[config.mk]
export PLATFORM = sky130hd
export DESIGN_NAME = pipe_hazard_ctrl
export DESIGN_NICKNAME = d
export VERILOG_FILES = /design/src/rtl/pipe_hazard_ctrl.sv
export SDC_FILE = /design/constraint.sdc
export NUM_CORES = 1
export LEC_CHECK = 0
export ABC_AREA = 1
export BUFFER_PORTS_ARGS = -buffer_cell sky130_fd_sc_hd__buf_2
export CORE_ASPECT_RATIO = 1.1
export CORE_MARGIN = 2
export CORE_UTILIZATION = 30
export CTS_BUF_LIST = sky130_fd_sc_hd__clkbuf_4 sky130_fd_sc_hd__clkbuf_8
export CTS_CLUSTER_SIZE = 14
export DETAILED_ROUTE_END_ITERATION = 10
export SYNTH_ARGS = -nofsm -noshare
export SYNTH_HDL_FRONTEND = slang
export SYNTH_SLANG_ARGS = --single-unit
[constraint.sdc]
create_clock -name clk -period 1.81 [get_ports clk]
set_clock_uncertainty 0.05 [all_clocks]
set_input_delay 0.181 -clock clk [delete_from_list [all_inputs] [get_ports clk]]
set_output_delay 0.181 -clock clk [all_outputs]
set_load 0.05 [all_outputs]
[src/rtl/pipe_hazard_ctrl.sv]
// Interlock and issue controller for the 5-stage MIPS32 pipeline: a per-register
// write scoreboard stalls ID on RAW hazards, branches freeze fetch, and HLT latches.
module pipe_hazard_ctrl #(
    parameter int WB_LAT = 3,
    parameter int BR_LAT = 2,
    parameter int CNT_W  = 16
) (
    input  logic             clk,
    input  logic             rst_n,
    input  logic             id_valid,
    input  logic [31:0]      id_ir,
    output logic             stall_if,
    output logic             bubble_ex,
    output logic             issue,
    output logic             halted,
    output logic [31:0]      busy_mask,
    output logic [CNT_W-1:0] stall_cnt
);
    localparam int SbW = $clog2(WB_LAT + 1);
    localparam int BrW = $clog2(BR_LAT + 1);

    typedef enum logic [1:0] {RUN, BR_WAIT, HALT} state_e;

    state_e           state_q;
    logic [BrW-1:0]   brCnt_q;
    logic [CNT_W-1:0] stallCnt_q;
    logic [SbW-1:0]   sbCnt_q [1:31];

    logic [5:0]  opcode;
    logic [4:0]  rs, rt, rd, dstReg;
    logic        useRs, useRt, isBranch, isHalt;
    logic [31:0] busyVec, lateVec;
    logic        depHit;
    logic        unusedIrBits;

    assign opcode       = id_ir[31:26];
    assign rs           = id_ir[25:21];
    assign rt           = id_ir[20:16];
    assign rd           = id_ir[15:11];
    assign unusedIrBits = ^id_ir[10:0];

    always_comb begin
        useRs    = 1'b0;
        useRt    = 1'b0;
        dstReg   = 5'd0;
        isBranch = 1'b0;
        isHalt   = 1'b0;
        case (opcode)
            6'd0, 6'd1, 6'd2, 6'd3, 6'd4, 6'd5: begin
                useRs  = 1'b1;
                useRt  = 1'b1;
                dstReg = rd;
            end
            6'd8, 6'd10, 6'd11, 6'd12: begin
                useRs  = 1'b1;
                dstReg = rt;
            end
            6'd9: begin
                useRs = 1'b1;
                useRt = 1'b1;
            end
            6'd13, 6'd14: begin
                useRs    = 1'b1;
                isBranch = 1'b1;
            end
            6'd63:   isHalt = 1'b1;
            default: ;
        endcase
    end

    // A count of 1 means the write lands in WB this cycle and the register file
    // passes it straight to ID, so only counts above 1 block issue.
    always_comb begin
        busyVec = '0;
        lateVec = '0;
        for (int k = 1; k < 32; k++) begin
            busyVec[k] = (sbCnt_q[k] != '0);
            lateVec[k] = (sbCnt_q[k] > SbW'(1));
        end
    end

    assign depHit = id_valid & ((useRs & lateVec[rs]) | (useRt & lateVec[rt]));

    always_comb begin
        stall_if  = 1'b0;
        bubble_ex = 1'b0;
        issue     = 1'b0;
        case (state_q)
            RUN: begin
                stall_if  = depHit;
                bubble_ex = depHit;
                issue     = id_valid & ~depHit;
            end
            default: begin
                stall_if  = 1'b1;
                bubble_ex = 1'b1;
            end
        endcase
    end

    always_ff @(posedge clk or negedge rst_n) begin
        if (!rst_n) begin
            state_q    <= RUN;
            brCnt_q    <= '0;
            stallCnt_q <= '0;
        end else begin
            if (bubble_ex && state_q != HALT && stallCnt_q != '1)
                stallCnt_q <= stallCnt_q + 1'b1;
            case (state_q)
                RUN: begin
                    if (issue && isBranch) begin
                        state_q <= BR_WAIT;
                        brCnt_q <= BrW'(BR_LAT);
                    end else if (issue && isHalt) begin
                        state_q <= HALT;
                    end
                end
                BR_WAIT: begin
                    brCnt_q <= brCnt_q - 1'b1;
                    if (brCnt_q == BrW'(1))
                        state_q <= RUN;
                end
                HALT: begin
                end
                default: state_q <= RUN;
            endcase
        end
    end

    // Issue reload wins over the decrement, so back-to-back writers restart the window.
    always_ff @(posedge clk or negedge rst_n) begin
        if (!rst_n) begin
            for (int k = 1; k < 32; k++)
                sbCnt_q[k] <= '0;
        end else begin
            for (int k = 1; k < 32; k++) begin
                if (issue && dstReg == 5'(k))
                    sbCnt_q[k] <= SbW'(WB_LAT);
                else if (sbCnt_q[k] != '0)
                    sbCnt_q[k] <= sbCnt_q[k] - 1'b1;
            end
        end
    end

    assign halted    = (state_q == HALT);
    assign busy_mask = busyVec;
    assign stall_cnt = stallCnt_q;

endmodule

==> qor.log <==
INFO  grt            antenna_found_initial=4
INFO  logic_synthesis post_synth_and_or_nand_nor_area_fraction=27.14%
INFO  critical_path  worst-endpoint-required=1580ps
INFO  sta            slew_violations=0
INFO  layout         layout.cell_area.non_filler=0.009488mm^2
INFO  logic_synthesis synthMostInstantiatedCell=sky130_fd_sc_hd__inv_1
INFO  sta            finalCriticalPeriod=2299ps
INFO  logic_synthesis share_of_synthesized_flip_flops_with_an_asynchronous_set_or_reset=100.0%
INFO  sta            finalHoldViolations=0
INFO  placement      hpwl=13860um
INFO  clocking       ctsHtreeMaxLevel=3
INFO  logic_synthesis synth.ff_latch_count=82
INFO  logic_synthesis synth_top_family_by_area=simple AND/OR/NAND/NOR gates
INFO  logic_synthesis syn_inst=810
INFO  die            io_pins=87
INFO  drt            num_vias=6385
INFO  flow_run       max_cap_viol_count=0
INFO  layout         layout-area-overhead-vs-synth=58.57%
INFO  logic_synthesis synthFlopType=sky130_fd_sc_hd__dfrtp_1
INFO  sta            fin_worst_hold_slack=36.08ps
INFO  power          powerDensity=1685mW/mm^2
INFO  die            rows=54
INFO  power          max-vdd-ir-drop=1.210mV
INFO  die            die_h=152.1um
INFO  layout         nFillCells=1866
INFO  power          combPwrFrac=70.1%
INFO  placement      place_inst=1252
INFO  die            dieArea=0.02109mm^2
INFO  clocking       clock_tree.buffer_depth=2
INFO  grt            grt_usage=18.75%
INFO  critical_path  arrival=2070ps
INFO  placement      i_o_buffers=74
INFO  logic_synthesis distinct_cell_type_count_of_the_synthesized_netlist=32
INFO  logic_synthesis ys.warnings.count=0
INFO  power          power.clock.fraction=9.0%
INFO  clocking       clock_pin_slew_on_the_worst_setup_and_hold_paths=90ps
INFO  placement      place_area=0.007652mm^2
INFO  sta            fmax=435.0MHz
INFO  grt            grt_first_pass_wirelength=31570um
INFO  drt            detail_route.iter0.violations=354
INFO  critical_path  critical_setup_path_class=register to output pin
INFO  sta            timing.final.setup_violations=86
INFO  logic_synthesis synth_sequential_area_ratio=34.30%
INFO  sta            max_slew_margin=58.37%
INFO  logic_synthesis netlist_top_cells_count=sky130_fd_sc_hd__inv_1, sky130_fd_sc_hd__nand3_1, sky130_fd_sc_hd__nand2_1, sky130_fd_sc_hd__dfrtp_1, sky130_fd_sc_hd__o21ai_0
INFO  grt            globalRoute.totalOverflow=0
INFO  logic_synthesis post_synth_instance_area=0.005983mm^2
INFO  die            initial_utilization=30.33%
INFO  sta            grt_setup_unrepaired=true
INFO  clocking       cts-buffers-inserted=9
INFO  placement      pre_cts_ws=-341.4ps
INFO  critical_path  setup.worst_path.end_class=output pin
INFO  logic_synthesis synth_area_leaders=sky130_fd_sc_hd__dfrtp_1, sky130_fd_sc_hd__nand3_1, sky130_fd_sc_hd__ha_1
INFO  power          power.internal=8357uW
INFO  sta            actual_transition_at_the_worst_max_transition_pin=620.6ps
INFO  critical_path  setup.worst_path.start_class=register
INFO  drt            drt_pass1_iterations=4
INFO  layout         instances_no_fill=1318
INFO  logic_synthesis syn-mean-instance-area=7.387um^2
INFO  clocking       clock-root-buffer=sky130_fd_sc_hd__clkbuf_8
INFO  grt            grt_pass1_vias=6182
INFO  die            floorplan.core_area=0.01973mm^2
INFO  clocking       worstSkewPairLatency=390ps
INFO  logic_synthesis synth-edff-count=0
INFO  drt            drt-wirelength-per-cell=15.11um
INFO  layout         final_net_count=1157
INFO  drt            post-route-drc-count=0
INFO  placement      finalWeightedCongestion=0.9268
INFO  grt            maximum_number_of_pins_on_one_net_before_global_route_repair=39
INFO  power          power_switching=7626uW
INFO  sta            final_min_period_over_clock_period=127.0%
INFO  status         violations=setup timing
INFO  logic_synthesis yosys-mux-area-fraction=0%
INFO  logic_synthesis synth_area_in_compound_gates=7.675%
INFO  logic_synthesis syn_nets=907
INFO  logic_synthesis synth_adder_area_share=12.97%
INFO  logic_synthesis netlist.area_leader.share=34.30%
INFO  power          static-leakage-power=0.004720uW
INFO  sta            setup_slack=-488.9ps
INFO  logic_synthesis yosys.area.top_type=sky130_fd_sc_hd__dfrtp_1
INFO  drt            wl=19910um
INFO  drt            post_dr_vias_cell=4.844
INFO  status         outcome=finished, violations left
INFO  power          netSwitchingFraction=47.71%
INFO  drt            routed_antenna_nets=0
INFO  clocking       tritoncts=built
INFO  logic_synthesis synthXorXnorAreaFrac=4.538%
INFO  worst_hold_path min_delay_worst_type=input port to register
INFO  critical_path  crit_fanout=3
INFO  clocking       clock_sink_count=82
INFO  die            die_width=138.7um
INFO  layout         drive_gt1_share=50.61%
INFO  power          seq_power_share=20.9%
power groups by stage:
stage	clock, uW	sequential (uW)	combinational [uW]
2_1_floorplan	0	3490	5250
3_3_place_gp	0	3230	8380
6_report	1430	3340	11200
5_1_grt	1540	3420	12300
4_1_cts	1480	3270	10300
3_5_place_dp	0	3260	8530
flip-flops by register name, summed over array words and instances, names as in the netlist:
signal and flops:
sbCnt_q 62, stall_cnt 16, state_q 2, brCnt_q 2
cell families after synthesis:
kind of cell / after synthesis
simple gates: 362
buf+inv: 187
flops: 82
compound gates: 85
xor+xnor: 31
fa+ha+maj: 62
other cells: 1
what timing repair did:
item / in CTS / in global routing
hold buffers: 1 / 0
endpoints found under the setup margin: 82 / 109
gates resized for setup: 246 / 146
gates cloned: 4 / 0
endpoints found under the hold margin: 21 / 0
buffers inserted: 37 / 13
pin swaps: 51 / 36
area by class of cell:
class	count	area [um^2]	share of cell area, %
Antenna cell	1	2.502	0.02637
Clock buffer	11	151.4	1.596
Clock inverter	5	52.55	0.5539
Inverter	169	644.4	6.792
Multi-Input combinational cell	543	4202	44.28
Sequential cell	82	2058	21.69
Tap cell	252	315.3	3.323
Timing Repair Buffer	255	2062	21.73
final timing paths:
check                             startpoint            to  slack [ps]  cells after the start
worst max-delay path             sbCnt_q[23]         issue        -490                     13
worst min-delay path               id_ir[31]    state_q[1]          40                      3
worst max register to register   sbCnt_q[22]    sbCnt_q[8]        -380                     17
worst min register to register  stall_cnt[5]  stall_cnt[5]         460                      2
max in group asynchronous              rst_n   sbCnt_q[60]         960                      3
min in group asynchronous              rst_n   sbCnt_q[22]         200                      2
layout by cell type (no fill, tap or decap), types with 31 or more instances in the layout:
cell and count:
sky130_fd_sc_hd__inv_1 98, sky130_fd_sc_hd__buf_2 43, sky130_fd_sc_hd__nand2_1 109, sky130_fd_sc_hd__nand3_1 54, sky130_fd_sc_hd__dfrtp_1 77, sky130_fd_sc_hd__inv_2 66
sky130_fd_sc_hd__o21ai_0 31, sky130_fd_sc_hd__buf_4 165, sky130_fd_sc_hd__nand3_2 93, sky130_fd_sc_hd__nor2_1 53
metal layers:
layer,vias to the layer above,track usage (%),share of wire [%],routed length (um)
met4,6,7.552,3.4,681
met5,-,0,0.21,41
li1,3087,-,-,-
met1,3048,22.59,41,8164
met2,183,32.04,50,9877
met3,61,4.790,5.8,1146
worst max-delay path, stage by stage (launching register included):
cell and delay [ps]:
sky130_fd_sc_hd__dfrtp_1 400, sky130_fd_sc_hd__buf_4 140, sky130_fd_sc_hd__buf_6 120, sky130_fd_sc_hd__nand3_2 80
sky130_fd_sc_hd__nand3_2 90, sky130_fd_sc_hd__nand3_2 90, sky130_fd_sc_hd__nand3_2 60, sky130_fd_sc_hd__nand3_2 80
sky130_fd_sc_hd__nand2_2 80, sky130_fd_sc_hd__nand2_4 90, sky130_fd_sc_hd__nand2_4 70, sky130_fd_sc_hd__nor2_4 100
sky130_fd_sc_hd__buf_6 130, sky130_fd_sc_hd__buf_8 140
per-stage QoR:
step | total power (uW) | TNS (ps) | util [%]
final | 15980 | -26800 | 48.09
after floorplan | 8739 | -3541 | -
after CTS | 15010 | -28420 | 45.70
after global routing | 17270 | -33780 | 48.09
after global placement | 11610 | -15890 | 38.79
after detailed placement | 11790 | -17880 | 38.79
(Power assumes the default switching activity.)
